--- config.mk ---
export PLATFORM = sky130hd
export DESIGN_NAME = imm_encoder
export DESIGN_NICKNAME = d
export VERILOG_FILES = /design/src/rtl/imm_encoder_pkg.sv /design/src/rtl/imm_encoder_pack.sv /design/src/rtl/imm_encoder.sv
export SDC_FILE = /design/constraint.sdc
export NUM_CORES = 1
export LEC_CHECK = 0
export CAP_MARGIN = 0
export CELL_PAD_IN_SITES_DETAIL_PLACEMENT = 0
export CELL_PAD_IN_SITES_GLOBAL_PLACEMENT = 1
export CORE_MARGIN = 2
export CORE_UTILIZATION = 37
export DETAILED_ROUTE_END_ITERATION = 6
export PLACE_DENSITY_LB_ADDON = 0.1
export SLEW_MARGIN = 0
export SYNTH_ARGS = -nofsm -noshare
export SYNTH_HDL_FRONTEND = slang
export SYNTH_SLANG_ARGS = --single-unit
--- constraint.sdc ---
create_clock -name clk -period 4.26 [get_ports clk]
set_input_delay 0.426 -clock clk [delete_from_list [all_inputs] [get_ports clk]]
set_output_delay 0.426 -clock clk [all_outputs]
set_load 0.01 [all_outputs]
--- src/rtl/imm_encoder_pkg.sv ---
// Shared immediate-format definitions for the encoder and the core decoder:
// format select enum, signed range limits and the representability check.
package imm_encoder_pkg;

  typedef enum logic [2:0] {
    IMM_I = 3'd0,
    IMM_S = 3'd1,
    IMM_B = 3'd2,
    IMM_U = 3'd3,
    IMM_J = 3'd4
  } imm_sel_e;

  localparam int signed IS_MIN = -2048;
  localparam int signed IS_MAX = 2047;
  localparam int signed B_MIN  = -4096;
  localparam int signed B_MAX  = 4094;
  localparam int signed J_MIN  = -(1 << 20);
  localparam int signed J_MAX  = (1 << 20) - 2;

  typedef struct packed {
    logic range_err;
    logic align_err;
  } imm_chk_t;

  // Range and alignment are reported independently so both may flag one input.
  function automatic imm_chk_t imm_check(input logic [2:0] sel, input logic [31:0] imm);
    imm_chk_t   r;
    int signed  v;
    r = '0;
    v = $signed(imm);
    case (sel)
      IMM_I, IMM_S: r.range_err = (v < IS_MIN) || (v > IS_MAX);
      IMM_B: begin
        r.range_err = (v < B_MIN) || (v > B_MAX);
        r.align_err = imm[0];
      end
      IMM_J: begin
        r.range_err = (v < J_MIN) || (v > J_MAX);
        r.align_err = imm[0];
      end
      IMM_U:   r.align_err = |imm[11:0];
      default: r.range_err = 1'b1;
    endcase
    return r;
  endfunction

endpackage

--- src/rtl/imm_encoder_pack.sv ---
// Combinational scatter of an immediate into the RISC-V I/S/B/U/J bit slots;
// bits outside the selected slots (and all bits for an illegal select) pass from base.
module imm_pack
  import imm_encoder_pkg::*;
#(
  parameter int unsigned DATA_WIDTH = 32
) (
  input  logic [2:0]            imm_sel,
  input  logic [DATA_WIDTH-1:0] base_instr,
  input  logic [DATA_WIDTH-1:0] imm,
  output logic [DATA_WIDTH-1:0] instr
);

  always_comb begin
    instr = base_instr;
    case (imm_sel)
      IMM_I: instr[31:20] = imm[11:0];
      IMM_S: begin
        instr[31:25] = imm[11:5];
        instr[11:7]  = imm[4:0];
      end
      IMM_B: begin
        instr[31]    = imm[12];
        instr[7]     = imm[11];
        instr[30:25] = imm[10:5];
        instr[11:8]  = imm[4:1];
      end
      IMM_U: instr[31:12] = imm[31:12];
      IMM_J: begin
        instr[31]    = imm[20];
        instr[30:21] = imm[10:1];
        instr[20]    = imm[11];
        instr[19:12] = imm[19:12];
      end
      default: ;
    endcase
  end

endmodule

--- src/rtl/imm_encoder.sv ---
// Two-stage streaming immediate encoder with sequential output addressing.
// Define IMM_ENCODER_RANGE_CHECK_EN to enable range/alignment rejection and error reporting.
module imm_encoder
  import imm_encoder_pkg::*;
#(
  parameter int unsigned           DATA_WIDTH = 32,
  parameter int unsigned           ADDR_WIDTH = 12,
  parameter logic [ADDR_WIDTH-1:0] BASE_ADDR  = '0
) (
  input  logic                  clk,
  input  logic                  rst_n,
  input  logic                  flush,
  input  logic                  in_valid,
  output logic                  in_ready,
  input  logic [2:0]            imm_sel,
  input  logic [DATA_WIDTH-1:0] base_instr,
  input  logic [DATA_WIDTH-1:0] imm,
  output logic                  out_valid,
  input  logic                  out_ready,
  output logic [DATA_WIDTH-1:0] out_instr,
  output logic [ADDR_WIDTH-1:0] out_addr,
  output logic                  err_range,
  output logic                  err_align,
  output logic [7:0]            err_count
);

  logic [DATA_WIDTH-1:0] packed_instr;
  logic                  chk_range;
  logic                  chk_align;
  logic                  chk_err;

  logic                  s2_ready;
  logic                  s1_adv;
  logic                  in_ready_c;
  logic                  accept;

  logic                  s1_valid_q, s1_valid_d;
  logic                  s1_err_q, s1_err_d;
  logic [DATA_WIDTH-1:0] s1_instr_q, s1_instr_d;
  logic                  err_range_q, err_range_d;
  logic                  err_align_q, err_align_d;
  logic [7:0]            err_count_q, err_count_d;
  logic                  out_valid_q, out_valid_d;
  logic [DATA_WIDTH-1:0] out_instr_q, out_instr_d;
  logic [ADDR_WIDTH-1:0] out_addr_q, out_addr_d;

  imm_pack #(
    .DATA_WIDTH (DATA_WIDTH)
  ) u_pack (
    .imm_sel    (imm_sel),
    .base_instr (base_instr),
    .imm        (imm),
    .instr      (packed_instr)
  );

`ifdef IMM_ENCODER_RANGE_CHECK_EN
  imm_chk_t chk;
  always_comb begin
    chk       = imm_check(imm_sel, imm);
    chk_range = chk.range_err;
    chk_align = chk.align_err;
    chk_err   = chk.range_err | chk.align_err;
  end
`else
  always_comb begin
    chk_range = 1'b0;
    chk_align = 1'b0;
    chk_err   = 1'b0;
  end
`endif

  // An erroneous S1 entry never waits on S2, so it never blocks the input.
  always_comb begin
    s2_ready   = !out_valid_q || out_ready;
    s1_adv     = s1_valid_q && !s1_err_q && s2_ready;
    in_ready_c = !flush && (!s1_valid_q || s1_err_q || s2_ready);
    accept     = in_valid && in_ready_c;
  end

  always_comb begin
    s1_valid_d  = s1_valid_q;
    s1_err_d    = s1_err_q;
    s1_instr_d  = s1_instr_q;
    err_range_d = 1'b0;
    err_align_d = 1'b0;
    err_count_d = err_count_q;
    out_valid_d = out_valid_q;
    out_instr_d = out_instr_q;
    out_addr_d  = out_addr_q;

    if (flush) begin
      s1_valid_d  = 1'b0;
      s1_err_d    = 1'b0;
      out_valid_d = 1'b0;
      out_addr_d  = BASE_ADDR;
    end else begin
      // out_addr labels the word in S2, so it advances only once that word leaves.
      if (out_valid_q && out_ready) begin
        out_addr_d = out_addr_q + ADDR_WIDTH'(3'd4);
      end
      if (s2_ready) begin
        out_valid_d = s1_adv;
        if (s1_adv) begin
          out_instr_d = s1_instr_q;
        end
      end

      if (accept) begin
        s1_valid_d = 1'b1;
        s1_err_d   = chk_err;
        s1_instr_d = packed_instr;
      end else if (s1_adv || s1_err_q) begin
        s1_valid_d = 1'b0;
        s1_err_d   = 1'b0;
      end

      err_range_d = accept && chk_range;
      err_align_d = accept && chk_align;
      if (accept && chk_err && (err_count_q != 8'hFF)) begin
        err_count_d = err_count_q + 8'd1;
      end
    end
  end

  always_ff @(posedge clk or negedge rst_n) begin
    if (!rst_n) begin
      s1_valid_q  <= 1'b0;
      s1_err_q    <= 1'b0;
      s1_instr_q  <= '0;
      err_range_q <= 1'b0;
      err_align_q <= 1'b0;
      err_count_q <= '0;
      out_valid_q <= 1'b0;
      out_instr_q <= '0;
      out_addr_q  <= BASE_ADDR;
    end else begin
      s1_valid_q  <= s1_valid_d;
      s1_err_q    <= s1_err_d;
      s1_instr_q  <= s1_instr_d;
      err_range_q <= err_range_d;
      err_align_q <= err_align_d;
      err_count_q <= err_count_d;
      out_valid_q <= out_valid_d;
      out_instr_q <= out_instr_d;
      out_addr_q  <= out_addr_d;
    end
  end

  always_comb begin
    in_ready  = in_ready_c;
    out_valid = out_valid_q;
    out_instr = out_instr_q;
    out_addr  = out_addr_q;
    err_range = err_range_q;
    err_align = err_align_q;
    err_count = err_count_q;
  end

endmodule
# After elaboration in Yosys (flattened, before gate mapping)
# Cells that the tools add are included.
# totals
ff_bits	79
romBits	0
output_inout_bits	56
wordCells	46
mem_bits_rw	0
latchBits	0
inputBits	72
memories	0
# classes
muxes	13
div	0
bitwise	1
eq_ne	4
shift	0
mul	0
n_lt_le_gt_ge	0
n_addsub	1
n_reduce_logical	21
# ops
operator	count
$pmux W7 S4	1
$mux W12	2
$pmux W5 S3	1
$add A12 B3 Y12 const B	1
$pmux W5 S2	1
$mux W8	1
$mux W1	7
$eq A3 B2 Y1 const B	2
$logic_and A1 B1 Y1	5
$logic_not A1 Y1	4
$logic_or A1 B1 Y1	4
$reduce_bool A2 Y1	2
$reduce_or A2 Y1	2
$eq A3 B1 Y1 const B	1
$eq A3 B3 Y1 const B	1
$logic_not A3 Y1	1
$reduce_and A3 Y1	1
$reduce_bool A3 Y1	1
$reduce_and A2 Y1	1
$not A1 Y1	1

# Logic depth before layout (Yosys ltp)
# depth
ltp_word	7
mapped_depth	5
depth_no_buf	4

# Hierarchy
# A second synthesis with hierarchy kept.
# hier_totals
hier_cells	308
area_unflattened_um2	3821.2
# by_module_without_submodules
module	area_per_inst_um2	cells_per_inst	instances
imm_encoder	3084.2	212	1
imm_pack	737.0	96	1

# Least setup slack after synthesis
# Ideal clock, no wire load.
# synth_timing
kind	register -> register
start	reg out_valid_q (netlist: out_valid)
end	reg out_instr_q[0] (netlist: out_instr[0])
path_stages_with_launch	5
arrival_time_ps	1447
synth_period_minus_slack_ps	1572
path_buffers	1
required_ps	4135
path_slack_ps	2688
cell_sequence	dfrtp_1 > nor2b_1 > nor3b_2 > buf_4 > mux2_2
# synth_between
elab_chain_len	4
# synth_lines
item	line_no	text
start: declaration	imm_encoder.sv:43	logic out_valid_q, out_valid_d;
start signal: assignment	imm_encoder.sv:143	out_valid_q <= out_valid_d;
$logic_not A1 Y1 (*)	imm_encoder.sv:74	s2_ready = !out_valid_q || out_ready;
$logic_or A1 B1 Y1 (*)	imm_encoder.sv:74	
$logic_and A1 B1 Y1	imm_encoder.sv:75	s1_adv = s1_valid_q && !s1_err_q && s2_ready;
$reduce_and A3 Y1 (no line) (*)	n/a	
end signal: assignment	imm_encoder.sv:144	out_instr_q <= out_instr_d;
end: declaration	imm_encoder.sv:44	logic [DATA_WIDTH-1:0] out_instr_q, out_instr_d;
# Every way passes the cells marked *; elsewhere a longest branch is shown, timed or not.
# A chain may end at the register's enable or synchronous reset.

# Final worst setup path
# layout_timing
start	in imm_sel[0]
end	reg s1_instr_q[17]
# layout_between
elab_chain_len	3
# layout_lines
item	line_no	text
start: declaration	imm_encoder.sv:15	input logic [2:0] imm_sel,
$eq A3 B2 Y1 or $eq A3 B3 Y1 (tied branches)	imm_encoder_pack.sv:16	case (imm_sel)
$reduce_or A2 Y1 (no line) (*)	n/a	
$mux W8 (*)	imm_encoder_pack.sv:16	
end signal: assignment	imm_encoder.sv:139	s1_instr_q <= s1_instr_d;
end: declaration	imm_encoder.sv:39	logic [DATA_WIDTH-1:0] s1_instr_q, s1_instr_d;
# Marked as above.

==> results.json <==
{
  "grt_antenna_before_repair": 0,
  "final_util_pct": 52.2,
  "first_pass_iters": 4,
  "cts.sink_count": 76,
  "clkLatencyLatePin_ps": 350,
  "ys_warn_count": 0,
  "overflow": 0,
  "ios": 128,
  "max_freq_ghz": 0.412,
  "p_leak_nw": 1.98,
  "hold_viol_final": 0,
  "wl_met2_mm": 4.13,
  "finalSetupViolCount": 0,
  "dieArea_um2": 10700,
  "worst_ep_arrival_time_ps": 2710,
  "rsz0062_at_grt": "no",
  "p_per_area_nw_per_um2": 406,
  "cp-end-kind": "flip-flop",
  "gp_congestion": 0.733,
  "finalSetupTns_ps": 0,
  "start_util_pct": 37.9,
  "cts_resized": 0,
  "ys_types": 43,
  "clock_path_buffers": 2,
  "drt-initial-drc-count": 78,
  "drv_slew": 0,
  "cp_max_fo": 29,
  "hpwlAfterDp_mm": 6.38,
  "drtAntennaViolNets": 0,
  "synth-edff-count": 0,
  "detail_route.wirelength_mm": 9.13,
  "remaining_drc_errors": 0,
  "routed.top_layer": "met4",
  "synth-seq-cells": 76,
  "wl_met3_um": 516,
  "grt_pass1_wl_mm": 15.0,
  "cts_tree": "yes",
  "h-tree-depth": 3,
  "syn_avg_cell_area_um2": 11.1,
  "track_usage_pct": 17.6,
  "min_period_ps": 2430,
  "vias": 2933,
  "fp-row-count": 36,
  "maxCapViolCount": 0,
  "postSynthCellCount": 331,
  "async_reset_ff_share_pct": 100,
  "cp.required_ps": 4540,
  "grt_pass1_vias": 2928,
  "synth.cell_area_um2": 3670,
  "yosysTopAreaCell": "dfrtp_1",
  "nets": 508,
  "cts_hold_repair.buffers": 0,
  "numCtsBuffers": 9,
  "ir_drop_mv": 0.169,
  "slew_headroom_pct": 32.1,
  "grt_max_degree": 77,
  "die_w_um": 104,
  "hold_path.class": "in -> async",
  "period_share_pct": 57.0,
  "finClkSkew_ps": 6.21,
  "ys_seq_area_share_pct": 51.9,
  "wl_met1_mm": 4.34,
  "crit_type": "in -> reg",
  "area_delta_synth_final_pct": 37.9,
  "synthTopCellsByArea": "dfrtp_1, mux2_2, a21oi_1",
  "yosysMostFrequentCell": "dfrtp_1",
  "status": "complete, no violations",
  "num_antenna_cells": 0,
  "root_buffer": "clkbuf_8",
  "fp.dieH_um": 104,
  "tightest_slew_ps": 1010,
  "path_clk_slew_ps": 90,
  "post-cts-setup-buffers": 0,
  "vias_per_cell": 5.12,
  "synthFlopType": "dfrtp_1",
  "ys_top_cells_by_count": "dfrtp_1, mux2_2, a21oi_1, a31oi_1, o21ai_0",
  "cp-start-kind": "input port",
  "core_um2": 9680,
  "port_buffers": 115,
  "wl_per_cell_um": 15.9,
  "layout-drive-gt1-share_pct": 14.8,
  "yosysTopAreaCellShare_pct": 51.9
}
stage by stage:
step	cells	total power [W]	hold slack (ps)	worst slack (ps)	instance area (um2)
floorplan	342	0.00118	130	2690	3710
global placement	557	0.00150	483	1430	4850
detailed placement	557	0.00150	489	1470	4850
CTS	573	0.00208	265	1810	5060
global route	573	0.00216	308	1620	5060
finish	573	0.00205	211	1830	5060
path summary, 6_finish.rpt:
check / slack [ps] / start / depth (start not counted) / end
worst max register to register: 2240 / out_valid / 4 / out_instr[25]
worst min register to register: 500 / s1_instr_q[4] / 1 / out_instr[4]
max in group asynchronous: 3410 / rst_n / 1 / s1_instr_q[20]
worst max-delay path: 1830 / imm_sel[0] / 4 / s1_instr_q[17]
worst min-delay path: 210 / rst_n / 1 / out_addr[7]
min in group clk: 500 / s1_instr_q[4] / 1 / out_instr[4]
cell type report:
cell class,instances,area [um2]
flip-flops and latches,76,1900
well taps,133,166
clock inverters,6,71.3
fillers,928,4630
inverters,5,18.8
multi-input cells,226,1600
clock buffers,10,138
repair buffers,117,1160
worst max-delay path, stage by stage:
cell and delay [ps]:
clkdlybuf4s50_1 940, nor3b_1 940, o21ai_0 200, a31oi_1 200
state kept, by name, summed over array words and instances, names as in the netlist:
register    count
s1_instr_q     32
out_valid       1
out_instr      32
out_addr       10
s1_valid_q      1
per-layer routing:
layer / vias up / global-route usage (%)
met3: 11 / 4.09
li1: 1414 / -
met4: 0 / 6.37
met1: 1413 / 23.8
met5: - / 0
met2: 95 / 27.7
cells by family after synthesis:
kind of cell | share of synthesized area [%]
AOI/OAI and AO/OA | 16.4
xor gates and xnor gates | 0.955
adders and majority gates | 0.614
buffers and inverters | 5.90
DFF | 51.9
muxes | 12.6
other | 0.102
and+or+nand+nor | 11.6
cell usage in the layout (no fill, tap or decap), types with 4 or more instances in the layout:
master,instances
a211oi_1,8
a21oi_1,27
a31oi_1,21
a32oi_1,6
and3b_1,6
clkbuf_8,10
clkdlybuf4s50_1,114
conb_1,12
dfrtp_1,76
inv_1,5
mux2_2,40
nand2_1,5
nand2b_1,8
nand3_1,16
nor2_1,7
nor2b_1,6
o21ai_0,19
o31ai_1,8
or4_1,4
where the power goes:
| part | internal (W) | switching, W |
|---|---|---|
| Combinational | 0.000335 | 0.000206 |
| Clock | 0.000292 | 0.000282 |
| Sequential | 0.000862 | 0.0000760 |
No activity file was read; power rests on OpenSTA's default activity.
